File: src/rtl/en2pulse_stretch.sv
// ----------------------------------------------------------------------------
// en2pulse_stretch
//
// Turns single-cycle enable strobes into clean output pulses of HIGH_CYC
// cycles, separated by at least GAP_CYC low cycles. Strobes that arrive while
// a pulse (or the gap after it) is in progress are counted in a saturating
// queue and replayed back-to-back.
//
// Parameters
//   HIGH_CYC  output high time per pulse, clk cycles (>=1)
//   GAP_CYC   forced low time between queued pulses, clk cycles (>=1)
//   QDEPTH    max pending strobes held while busy (>=1)
//
// Ports
//   clk      in   system clock, rising edge
//   rst_n    in   asynchronous reset, active-low
//   en       in   request strobe, one request per high cycle
//   out      out  stretched pulse, registered
//   busy     out  1 whenever the FSM is not IDLE, registered
//   pending  out  queued requests not yet started, registered
//   ovf      out  sticky drop flag (only when EN2PULSE_OVF_EN is defined)
//
// Build option
//   EN2PULSE_OVF_EN  adds the ovf port and the drop-tracking logic. Without
//                    it, requests arriving with a full queue vanish silently.
// ----------------------------------------------------------------------------
//   state | meaning
//   ------+------------------------------------------------------------------
//   IDLE  | nothing in flight, queue empty; en starts a pulse directly
//   HIGH  | out=1, counter runs down from HIGH_CYC
//   GAP   | out=0 between queued pulses, counter runs down from GAP_CYC
// ----------------------------------------------------------------------------
module en2pulse_stretch #(
    parameter int HIGH_CYC = 4,
    parameter int GAP_CYC  = 2,
    parameter int QDEPTH   = 3
) (
    input  logic                        clk,
    input  logic                        rst_n,
    input  logic                        en,
    output logic                        out,
    output logic                        busy,
    output logic [$clog2(QDEPTH+1)-1:0] pending
`ifdef EN2PULSE_OVF_EN
    ,
    output logic                        ovf
`endif
);

    localparam int CNT_MAX = (HIGH_CYC > GAP_CYC) ? HIGH_CYC : GAP_CYC;
    localparam int CW      = $clog2(CNT_MAX + 1);
    localparam int PW      = $clog2(QDEPTH + 1);

    typedef enum logic [1:0] {
        ST_IDLE = 2'd0,
        ST_HIGH = 2'd1,
        ST_GAP  = 2'd2
    } state_t;

    state_t          state, state_nx;
    logic [CW-1:0]   cnt, cnt_nx;
    logic [PW-1:0]   pend_nx;
    logic            tc;
    logic            full;
    logic            inc;
    logic            dec;

    // ------------------------------------------------------------------
    // State, counter and queue registers
    // ------------------------------------------------------------------
    always_ff @(posedge clk or negedge rst_n) begin
        if (!rst_n) begin
            state   <= ST_IDLE;
            cnt     <= '0;
            pending <= '0;
            out     <= 1'b0;
            busy    <= 1'b0;
        end else begin
            state   <= state_nx;
            cnt     <= cnt_nx;
            pending <= pend_nx;
            // Outputs are registered copies of the next state so that no
            // combinational path exists from en to any port.
            out     <= (state_nx == ST_HIGH);
            busy    <= (state_nx != ST_IDLE);
        end
    end

    // ------------------------------------------------------------------
    // Next-state, counter and queue logic
    // ------------------------------------------------------------------
    always_comb begin
        state_nx = state;
        cnt_nx   = cnt;
        pend_nx  = pending;

        // Terminal count: the current cycle is the last one of the phase.
        tc   = (cnt == CW'(1));
        full = (pending == PW'(QDEPTH));

        // A queued request is consumed on the GAP->HIGH transition. The
        // pending guard only protects against underflow; GAP is never
        // entered with an empty queue.
        dec  = (state == ST_GAP) && tc && (pending != '0);
        // en in IDLE starts the pulse itself and never touches the queue.
        inc  = (state != ST_IDLE) && en;

        // A request coinciding with a consume nets to zero, even when full.
        if (inc && dec) begin
            pend_nx = pending;
        end else if (dec) begin
            pend_nx = pending - PW'(1);
        end else if (inc && !full) begin
            pend_nx = pending + PW'(1);
        end

        unique case (state)
            ST_IDLE: begin
                if (en) begin
                    state_nx = ST_HIGH;
                    cnt_nx   = CW'(HIGH_CYC);
                end
            end
            ST_HIGH: begin
                if (tc) begin
                    // pend_nx already includes an en accepted this cycle.
                    if (pend_nx != '0) begin
                        state_nx = ST_GAP;
                        cnt_nx   = CW'(GAP_CYC);
                    end else begin
                        state_nx = ST_IDLE;
                        cnt_nx   = '0;
                    end
                end else begin
                    cnt_nx = cnt - CW'(1);
                end
            end
            ST_GAP: begin
                if (tc) begin
                    state_nx = ST_HIGH;
                    cnt_nx   = CW'(HIGH_CYC);
                end else begin
                    cnt_nx = cnt - CW'(1);
                end
            end
            default: begin
                state_nx = ST_IDLE;
                cnt_nx   = '0;
            end
        endcase
    end

`ifdef EN2PULSE_OVF_EN
    // ------------------------------------------------------------------
    // Sticky drop flag: a request is lost only when the queue is full
    // and nothing is consumed in the same cycle.
    // ------------------------------------------------------------------
    logic drop;

    always_comb begin
        drop = inc && full && !dec;
    end

    always_ff @(posedge clk or negedge rst_n) begin
        if (!rst_n) begin
            ovf <= 1'b0;
        end else if (drop) begin
            ovf <= 1'b1;
        end
    end
`endif

endmodule

File: config.mk
export PLATFORM = sky130hd
export DESIGN_NAME = en2pulse_stretch
export DESIGN_NICKNAME = d
export VERILOG_FILES = /design/src/rtl/en2pulse_stretch.sv
export SDC_FILE = /design/constraint.sdc
export NUM_CORES = 1
export LEC_CHECK = 0
export ABC_AREA = 1
export CELL_PAD_IN_SITES_DETAIL_PLACEMENT = 1
export CELL_PAD_IN_SITES_GLOBAL_PLACEMENT = 1
export CORE_MARGIN = 5
export CORE_UTILIZATION = 34
export DETAILED_ROUTE_END_ITERATION = 12
export PLACE_DENSITY_LB_ADDON = 0.05
export REMOVE_ABC_BUFFERS = 1
export SYNTH_ARGS = -nofsm -noshare
export SYNTH_HDL_FRONTEND = slang
export SYNTH_SLANG_ARGS = --single-unit
export TNS_END_PERCENT = 20
File: constraint.sdc
create_clock -name clk -period 1.3 [get_ports clk]
set_input_delay 0.325 -clock clk [delete_from_list [all_inputs] [get_ports clk]]
set_output_delay 0.325 -clock clk [all_outputs]
set_load 0.005 [all_outputs]
==> results.toml <==
[status]
outcome = "complete, but fails checks"
violations = "negative setup slack"

[floorplanning]
num_rows = 15
chipHeight_um = 51.6
start_util = 0.349
coreArea_mm2 = 0.00169
die_width_um = 51.6
pin_count = 7
die_area_mm2 = 0.00267

[worst_setup_path]
critPathKind = "reg -> reg"
crit_arrival_ps = 1690
crit_top_cell = "nand2_1"
start_kind = "flop"
critPathMaxFanout = 3
required_ps = 1510
cp-end-kind = "flop"
critPathMaxStageDelay_ps = 400
slowest_stage = "dfrtp_1"
path_cells = "ha_2, nor2_4, nand2_2, nand2_1, nand2_1, nor2_1, nor2_2, nand2_1, nand2_2, nand2_1, nand2_1, nand2_1"

[place]
dpl.hpwl_mm = 1.27
place_inst = 127
io_buffers = 6
routabilityCongestion = 0.708

[detailed_routing]
drtIter0Drc = 4
routedWlPerCell_um = 12.7
wl_mm = 1.69
ant_nets = 0
route.detailed.drc = 0
dr.pass1.iters = 2
vias = 630
vias_per_cell = 4.74

[sta]
drv_slew = 0
rsz0062_at_grt = "true"
relSlewSlack = 0.710
fin_ws_ps = -175
fin_crit_sh = 1.13
fmax_ghz = 0.678
hold_violations = 0
setup_viol = 8
fin_worst_skew_ps = 10.8
worst_pin_slew_ps = 434
period_needed_ps = 1480

[synth]
ys_ff_latch = 9
netlist_area_um2 = 589
synth_top_area_share = 0.382
synthCells = 82
post-synth-top-area-cell = "dfrtp_1"
ys_warn_count = 0
ys_types = 19
ys_top_cells_by_area = "dfrtp_1, nand2_1, inv_1, ha_1, nand3_1"
syn_area_per_cell_um2 = 7.19
yosysSeqAreaShare = 0.382

[clock_tree]
clk_root_buffer_cell = "clkbuf_4"
htreeDepth = 1
clk_path_buf_depth = 2
cts_sinks = 9
clk_pin_slew_worst_paths_ps = 70
cts-buffers-inserted = 3
clock_latency_ps = 270
cts_tree = "done"

[cells_and_area]
layout-drive-gt1-share = 0.560
fin_util = 0.581
syn_to_final_growth_pct = 66.5
fin_nets = 124
instances_no_fill = 133
nFillCells = 208
antenna_cells = 0

[grt]
antenna_found_initial = 0
grt_max_degree = 10
overflow = 0
grt_pass1_vias = 659
grt_pass1_wl_mm = 2.97
gr-usage-all-layers = 0.155

[flow_run]
drv_cap = 0

[power_and_ir_drop]
power.density_mw_per_mm2 = 2650
leakagePower_nw = 0.487
peakVddDrop_mv = 1.32

[hold_path]
hold_class = "in -> async"
==> state kept, by name, summed over array words and instances, names as in the netlist <==
signal and cells:
busy 1, cnt 3, out 1, pending 2, state 2
==> path summary, 6_finish.rpt <==
kind	slack, ps	endpoint	start	cells past startpoint
setup / recovery	-180	cnt[1]	pending[0]	12
hold / removal	360	cnt[0]	rst_n	1
setup reg to reg	-180	cnt[1]	pending[0]	12
hold reg to reg	510	cnt[1]	cnt[1]	2
max in group asynchronous	630	pending[0]	rst_n	1
min in group clk	510	cnt[1]	cnt[1]	2
==> cells in the mapped netlist (all sizes together) <==
cell    instances
nand3b          1
nand3           7
ha              4
nor2           11
o211ai          1
or2             1
inv            18
nand2          22
o22ai           1
dfrtp           9
o21ai           4
a21oi           2
nor3            1
==> what timing repair did <==
item	in CTS	in global routing
setup endpoints to repair	12	10
gates cloned	0	0
setup buffers	1	2
pin swaps	9	7
gates resized for setup	29	13
hold buffers	0	0
==> through the flow <==
step	area [um2]	setup slack [ps]	TNS, ps	hold slack, ps	total power, mW
3_5_place_dp	836	-505	-3270	488	2.04
3_3_place_gp	836	-442	-2970	476	2.01
5_1_grt	981	-315	-1750	377	2.87
2_1_floorplan	589	-165	-415	29.4	1.26
4_1_cts	937	-173	-836	368	2.49
6_report	981	-175	-786	360	2.60
==> layout by cell type (no fill, tap or decap) <==
cell type / Yosys / final
or2_2: 1 / 1
inv_1: 15 / 6
clkbuf_4: 0 / 3
o21ai_2: 0 / 1
o21ai_0: 2 / 1
nor2_2: 3 / 4
clkbuf_1: 0 / 1
nand2_4: 1 / 1
dlygate4sd2_1: 0 / 5
ha_1: 4 / 1
a21oi_4: 0 / 1
nand3_2: 0 / 4
nor2_4: 1 / 4
nor2_1: 7 / 3
o22ai_1: 1 / 1
dfrtp_1: 9 / 9
ha_4: 0 / 2
buf_4: 0 / 22
nand2_1: 20 / 14
clkdlybuf4s50_1: 0 / 1
o21ai_1: 2 / 2
a21oi_1: 2 / 1
nand2_2: 1 / 7
buf_6: 0 / 2
nor3_1: 1 / 1
nand3b_1: 1 / 1
inv_2: 3 / 12
o211ai_1: 1 / 1
ha_2: 0 / 1
nand3_1: 7 / 3
==> cells by family after synthesis <==
family,count (synthesis),share of synthesized area
and+or+nand+nor,43,0.344
buffers and inverters,18,0.115
DFF,9,0.382
AOI/OAI and AO/OA,8,0.0743
adders and majority gates,4,0.0849
==> worst max-delay path: cells and delay by family (launching register included) <==
family | cells | cell delay (ps)
fa+ha+maj | 1 | 210
flops | 1 | 400
simple gates | 11 | 800
==> report_power, final <==
| part | internal [mW] | switching, mW |
|---|---|---|
| clock network | 0.118 | 0.103 |
| logic | 0.955 | 0.885 |
| registers | 0.426 | 0.115 |
==> area by class of cell <==
cell class,count,area (um2),share of cell area
Timing Repair Buffer,30,241,0.246
Tap cell,17,21.3,0.0217
Inverter,18,67.6,0.0689
Multi-Input combinational cell,55,399,0.407
Clock buffer,4,26.3,0.0268
Sequential cell,9,225,0.230
==> routing by layer <==
metal / GRT usage / routed length, um
met1: 0.180 / 709
met2: 0.267 / 931
met3: 0.0344 / 23
met4: 0.0786 / 29
met5: 0 / 0
No activity file was read; power rests on OpenSTA's default activity.
